### src/rtl/adc_decimator.sv
// Boxcar decimator for SAR ADC results: edge-detects conversions, averages
// 2**LOG2_AVG samples and streams the averages out through a small FIFO.
module adc_decimator #(
  parameter int unsigned RESOLUTION = 8,
  parameter int unsigned LOG2_AVG   = 2,
  parameter int unsigned FIFO_DEPTH = 4
) (
  input  logic                          clk_i,
  input  logic                          rst_ni,
  input  logic                          en_i,
  input  logic                          clear_i,
  input  logic                          adc_rdy_i,
  input  logic [RESOLUTION-1:0]         adc_result_i,
  output logic                          out_valid_o,
  input  logic                          out_ready_i,
  output logic [RESOLUTION-1:0]         out_data_o,
  output logic [$clog2(FIFO_DEPTH):0]   fifo_level_o,
  output logic                          overflow_o
);

  localparam int unsigned ACC_W = RESOLUTION + LOG2_AVG;
  localparam int unsigned CNT_W = (LOG2_AVG > 0) ? LOG2_AVG : 1;
  localparam int unsigned PTR_W = (FIFO_DEPTH > 1) ? $clog2(FIFO_DEPTH) : 1;
  localparam int unsigned LVL_W = $clog2(FIFO_DEPTH) + 1;
  localparam logic [CNT_W-1:0] CNT_LAST = CNT_W'((1 << LOG2_AVG) - 1);

  typedef enum logic {
    ST_IDLE,
    ST_ACCUM
  } state_e;

  state_e              r_state, w_state_d;
  logic                r_rdy_prev;
  logic [ACC_W-1:0]    r_acc, w_acc_d, w_sum;
  logic [CNT_W-1:0]    r_cnt, w_cnt_d;
  logic                w_evt, w_push_req;
  logic [RESOLUTION-1:0] w_word;

  logic [RESOLUTION-1:0] r_mem [FIFO_DEPTH];
  logic [PTR_W-1:0]    r_wr_ptr, r_rd_ptr, w_rd_ptr_d;
  logic [LVL_W-1:0]    r_level, w_level_after_pop, w_level_d;
  logic                r_valid, r_ovf;
  logic [RESOLUTION-1:0] r_data, w_head_d;
  logic                w_full, w_pop, w_push, w_drop;

  // A level already high when en_i rises never counts as a sample
  assign w_evt  = adc_rdy_i & ~r_rdy_prev & en_i;
  assign w_sum  = r_acc + ACC_W'(adc_result_i);
  assign w_word = RESOLUTION'(w_sum >> LOG2_AVG);

  always_ff @(posedge clk_i or negedge rst_ni) begin
    if (!rst_ni) begin
      r_state    <= ST_IDLE;
      r_rdy_prev <= 1'b0;
      r_acc      <= '0;
      r_cnt      <= '0;
    end else begin
      r_state    <= w_state_d;
      r_rdy_prev <= adc_rdy_i;
      r_acc      <= w_acc_d;
      r_cnt      <= w_cnt_d;
    end
  end

  // Window sequencing; leaving ACCUM discards any partial window
  always_comb begin
    w_state_d  = r_state;
    w_acc_d    = r_acc;
    w_cnt_d    = r_cnt;
    w_push_req = 1'b0;
    case (r_state)
      ST_IDLE: begin
        w_acc_d = '0;
        w_cnt_d = '0;
        if (en_i) w_state_d = ST_ACCUM;
      end
      ST_ACCUM: begin
        if (!en_i) begin
          w_state_d = ST_IDLE;
          w_acc_d   = '0;
          w_cnt_d   = '0;
        end
      end
      default: w_state_d = ST_IDLE;
    endcase
    if (w_evt) begin
      if (r_cnt == CNT_LAST) begin
        w_push_req = 1'b1;
        w_acc_d    = '0;
        w_cnt_d    = '0;
      end else begin
        w_acc_d = w_sum;
        w_cnt_d = r_cnt + CNT_W'(1);
      end
    end
    if (clear_i) begin
      w_acc_d    = '0;
      w_cnt_d    = '0;
      w_push_req = 1'b0;
    end
  end

  // A pop frees the slot, so a push into a full FIFO is accepted alongside it
  assign w_full            = (r_level == LVL_W'(FIFO_DEPTH));
  assign w_pop             = r_valid & out_ready_i & ~clear_i;
  assign w_push            = w_push_req & (~w_full | w_pop);
  assign w_drop            = w_push_req & w_full & ~w_pop;
  assign w_level_after_pop = r_level - LVL_W'(w_pop);
  assign w_level_d         = w_level_after_pop + LVL_W'(w_push);
  assign w_rd_ptr_d        = r_rd_ptr + PTR_W'(w_pop);

  // Next head word: bypass the incoming word when it lands in an empty FIFO
  always_comb begin
    w_head_d = '0;
    if (w_level_d != '0) begin
      if (w_push && (w_level_after_pop == '0)) w_head_d = w_word;
      else                                     w_head_d = r_mem[w_rd_ptr_d];
    end
  end

  always_ff @(posedge clk_i) begin
    if (w_push) r_mem[r_wr_ptr] <= w_word;
  end

  always_ff @(posedge clk_i or negedge rst_ni) begin
    if (!rst_ni) begin
      r_wr_ptr <= '0;
      r_rd_ptr <= '0;
      r_level  <= '0;
      r_valid  <= 1'b0;
      r_data   <= '0;
      r_ovf    <= 1'b0;
    end else if (clear_i) begin
      r_wr_ptr <= '0;
      r_rd_ptr <= '0;
      r_level  <= '0;
      r_valid  <= 1'b0;
      r_data   <= '0;
      r_ovf    <= 1'b0;
    end else begin
      r_wr_ptr <= r_wr_ptr + PTR_W'(w_push);
      r_rd_ptr <= w_rd_ptr_d;
      r_level  <= w_level_d;
      r_valid  <= (w_level_d != '0);
      r_data   <= w_head_d;
      if (w_drop) r_ovf <= 1'b1;
    end
  end

  assign out_valid_o  = r_valid;
  assign out_data_o   = r_data;
  assign fifo_level_o = r_level;
  assign overflow_o   = r_ovf;

endmodule

### config.mk
export PLATFORM = sky130hd
export DESIGN_NAME = adc_decimator
export DESIGN_NICKNAME = d
export VERILOG_FILES = /design/src/rtl/adc_decimator.sv
export SDC_FILE = /design/constraint.sdc
export NUM_CORES = 1
export LEC_CHECK = 0
export BUFFER_PORTS_ARGS = -buffer_cell sky130_fd_sc_hd__buf_2
export CELL_PAD_IN_SITES_DETAIL_PLACEMENT = 0
export CELL_PAD_IN_SITES_GLOBAL_PLACEMENT = 1
export CORE_MARGIN = 3
export CORE_UTILIZATION = 30
export DETAILED_ROUTE_END_ITERATION = 8
export GPL_ROUTABILITY_DRIVEN = 0
export PLACE_DENSITY_LB_ADDON = 0.1
export SLEW_MARGIN = 10
export SYNTH_ARGS = -nofsm -noshare
export SYNTH_HDL_FRONTEND = slang
export SYNTH_SLANG_ARGS = --single-unit
### constraint.sdc
create_clock -name clk_i -period 2.55 [get_ports clk_i]
set_input_delay 0.3825 -clock clk_i [delete_from_list [all_inputs] [get_ports clk_i]]
set_output_delay 0.3825 -clock clk_i [all_outputs]
set_load 0.01 [all_outputs]
==> impl_metrics.py <==
metrics = {
    "grt": {
        "grt_pass1_vias": 2046,
        "grt_max_degree": 32,
        "overflow": 0,
        "grt_usage": 0.128,
        "grt_antenna_before_repair": 0,
        "grt_pass1_wl_um": 11100,
    },
    "placement": {
        "io_buffers": 26,
        "dp_cells": 396,
        "detailed_place_hpwl_um": 4860,
    },
    "sta": {
        "finalCriticalPeriod_ps": 2250,
        "setup_violations": 0,
        "fmaxAchievable_mhz": 444,
        "slew_violations": 0,
        "post-route-period-util": 0.882,
        "slew_headroom": 0.479,
        "hold_viol_final": 0,
        "finalSetupTns_ps": 0,
        "rsz0062_at_grt": "no",
        "tightestPinTransition_ps": 781,
        "finClkSkew_ps": 15.1,
        "holdWs_ps": 113,
    },
    "yosys": {
        "synthesis.area_um2": 3060,
        "syn_inst": 228,
        "synthTopCellsByArea": "edfxtp_1, dfrtp_1, ha_1",
        "synth_ff_type": "edfxtp_1",
        "synth-seq-area-share": 0.567,
        "synth.most_common_cell": "edfxtp_1",
        "synth_top_area_frac": 0.314,
        "async_flop_share": 0.492,
        "synth-seq-cells": 63,
        "ys_top_cells_by_count": "edfxtp_1, dfrtp_1, ha_1, nand2_1",
        "syn_nets": 258,
        "yosys.area.top_type": "edfxtp_1",
        "synth_edf_count": 32,
        "ys_warn_count": 0,
        "synth.distinct_cells": 51,
        "syn_area_per_cell_um2": 13.4,
    },
    "route": {
        "drtPass1Iterations": 5,
        "drt-total-wl_um": 6650,
        "drt_iter0_markers": 95,
        "wl_per_cell_um": 16.1,
        "route.detailed.drc": 0,
        "num_vias": 1928,
        "postRouteAntennaNets": 0,
        "viasPerCell": 4.68,
    },
    "finish": {
        "layout-drive-gt1-share": 0.283,
        "stdcell_count": 412,
        "area_growth_pct": 19.4,
        "fill_cells": 987,
        "regArea_um2": 1740,
        "diodes": 0,
        "multi_input_area_um2": 1250,
        "finalNetCount": 304,
    },
    "worst_hold_path": {
        "worstHoldPathType": "input port to asynchronous set/reset pin",
    },
    "floorplanning": {
        "io_pins": 27,
        "die_h_um": 107,
        "die_area_um2": 11400,
        "start_util": 0.310,
        "core_area_um2": 9860,
        "rows": 36,
        "die_x_um": 107,
    },
    "clocking": {
        "clock_sinks": 63,
        "cts-root-buf": "clkbuf_8",
        "ctsResizeCount": 0,
        "cts_buffers": 9,
        "htree_levels": 3,
        "postCtsSetupRepairBufs": 0,
        "ctsHoldBuffers": 0,
        "cts_tree": "yes",
        "clk_pin_slew_ps": 90,
        "clk_path_buf_depth": 2,
        "clk_latency_ps": 340,
    },
    "critical_path": {
        "critPathTopFamily": "adder cells",
        "cp-end-kind": "register",
        "worst-path-buf-inv": 3,
        "crit_chain": "nand3b_4, inv_1, ha_1, inv_1, ha_1, ha_1, xor2_1, a21o_2, inv_2, and3_1, a31o_1",
        "cpMostUsedCell": "ha_1",
        "cp_slowest_cell": "dfrtp_1",
        "cp.arrival_ps": 2480,
        "slowest_delay_ps": 440,
        "cp-start-kind": "register",
        "cp_max_fo": 4,
        "required_ps": 2780,
        "criticalPathCategory": "register to register",
    },
    "power_and_ir_drop": {
        "power_density_nw_per_um2": 599,
        "power_mw": 2.19,
        "leakagePower_nw": 1.64,
        "vdd_ir_drop_max_v": 0.000349,
    },
    "job": {
        "drv_cap": 0,
    },
    "run_status": {
        "status": "finished clean",
    },
}
-- per-stage QoR --
stage / setup WS, ps / utilization / area, um2
after detailed placement: 177 / 0.348 / 3430
after floorplan: 166 / - / 3060
after global placement: 211 / 0.348 / 3430
after CTS: 268 / 0.370 / 3650
final: 300 / 0.370 / 3650
after global routing: 92.1 / 0.370 / 3650
-- where the power goes --
part / switching [mW] / internal [mW]
registers: 0.00323 / 1.08
clock network: 0.426 / 0.562
logic: 0.0745 / 0.0429
-- worst paths after layout --
kind / end / startpoint / depth (start not counted) / slack [ps]
max: out_data_o[7]$_DFF_PN0_ / out_valid_o$_DFF_PN0_ / 11 / 300
min: out_data_o[4]$_DFF_PN0_ / rst_ni / 1 / 110
max reg2reg: out_data_o[7]$_DFF_PN0_ / out_valid_o$_DFF_PN0_ / 11 / 300
min reg2reg: r_acc[7]$_DFFE_PN0P_ / r_acc[7]$_DFFE_PN0P_ / 2 / 490
max in group asynchronous: r_wr_ptr[0]$_DFF_PN0_ / rst_ni / 1 / 1930
min in group clk_i: r_state$_DFF_PN0_ / en_i / 1 / 200
-- registers in the layout (all words and copies together) (netlist names), 2 cells and up --
register,flops
r_wr_ptr,2
out_data_o,8
r_acc,10
fifo_level_o,3
r_mem,32
r_rd_ptr,2
r_cnt,2
-- metal layers --
layer  vias up  track usage  wire length (um)
li1        965            -                 -
met1       929        0.172              3270
met2        30        0.199              3080
met3         4       0.0409               244
met4         0       0.0356                57
met5         -            0                 0
-- cell usage in the layout, fill, tap and decap left out, types with 5 or more instances in the layout --
master,n
a22o_1,6
nand3_1,6
nor2_1,7
inv_1,12
clkbuf_8,9
mux4_2,8
ha_1,15
nand2_1,15
buf_4,13
buf_2,26
a21o_1,5
o21ai_1,5
and3_1,6
a21oi_1,12
dfrtp_1,31
and2b_2,5
edfxtp_1,32
-- cell type report --
| cell class | instances | area share |
|---|---|---|
| Clock buffer | 9 | 0.0339 |
| Clock inverter | 7 | 0.0281 |
| Inverter | 13 | 0.0134 |
| Multi-Input combinational cell | 148 | 0.342 |
| Sequential cell | 63 | 0.475 |
| Tap cell | 133 | 0.0455 |
| Timing Repair Buffer | 39 | 0.0623 |
-- cells by family (layout without fill, tap and decap cells) --
logic type                 after synthesis  count (layout)  share of synthesized area
and+or+nand+nor                         65              65                      0.135
buffers and inverters                   17              68                     0.0245
muxes                                    8               8                     0.0589
DFF                                     63              63                      0.567
xor gates and xnor gates                 7               7                     0.0225
AOI/OAI and AO/OA                       52              52                      0.124
adders and majority gates               16              16                     0.0679
No activity file was read; power rests on OpenSTA's default activity.
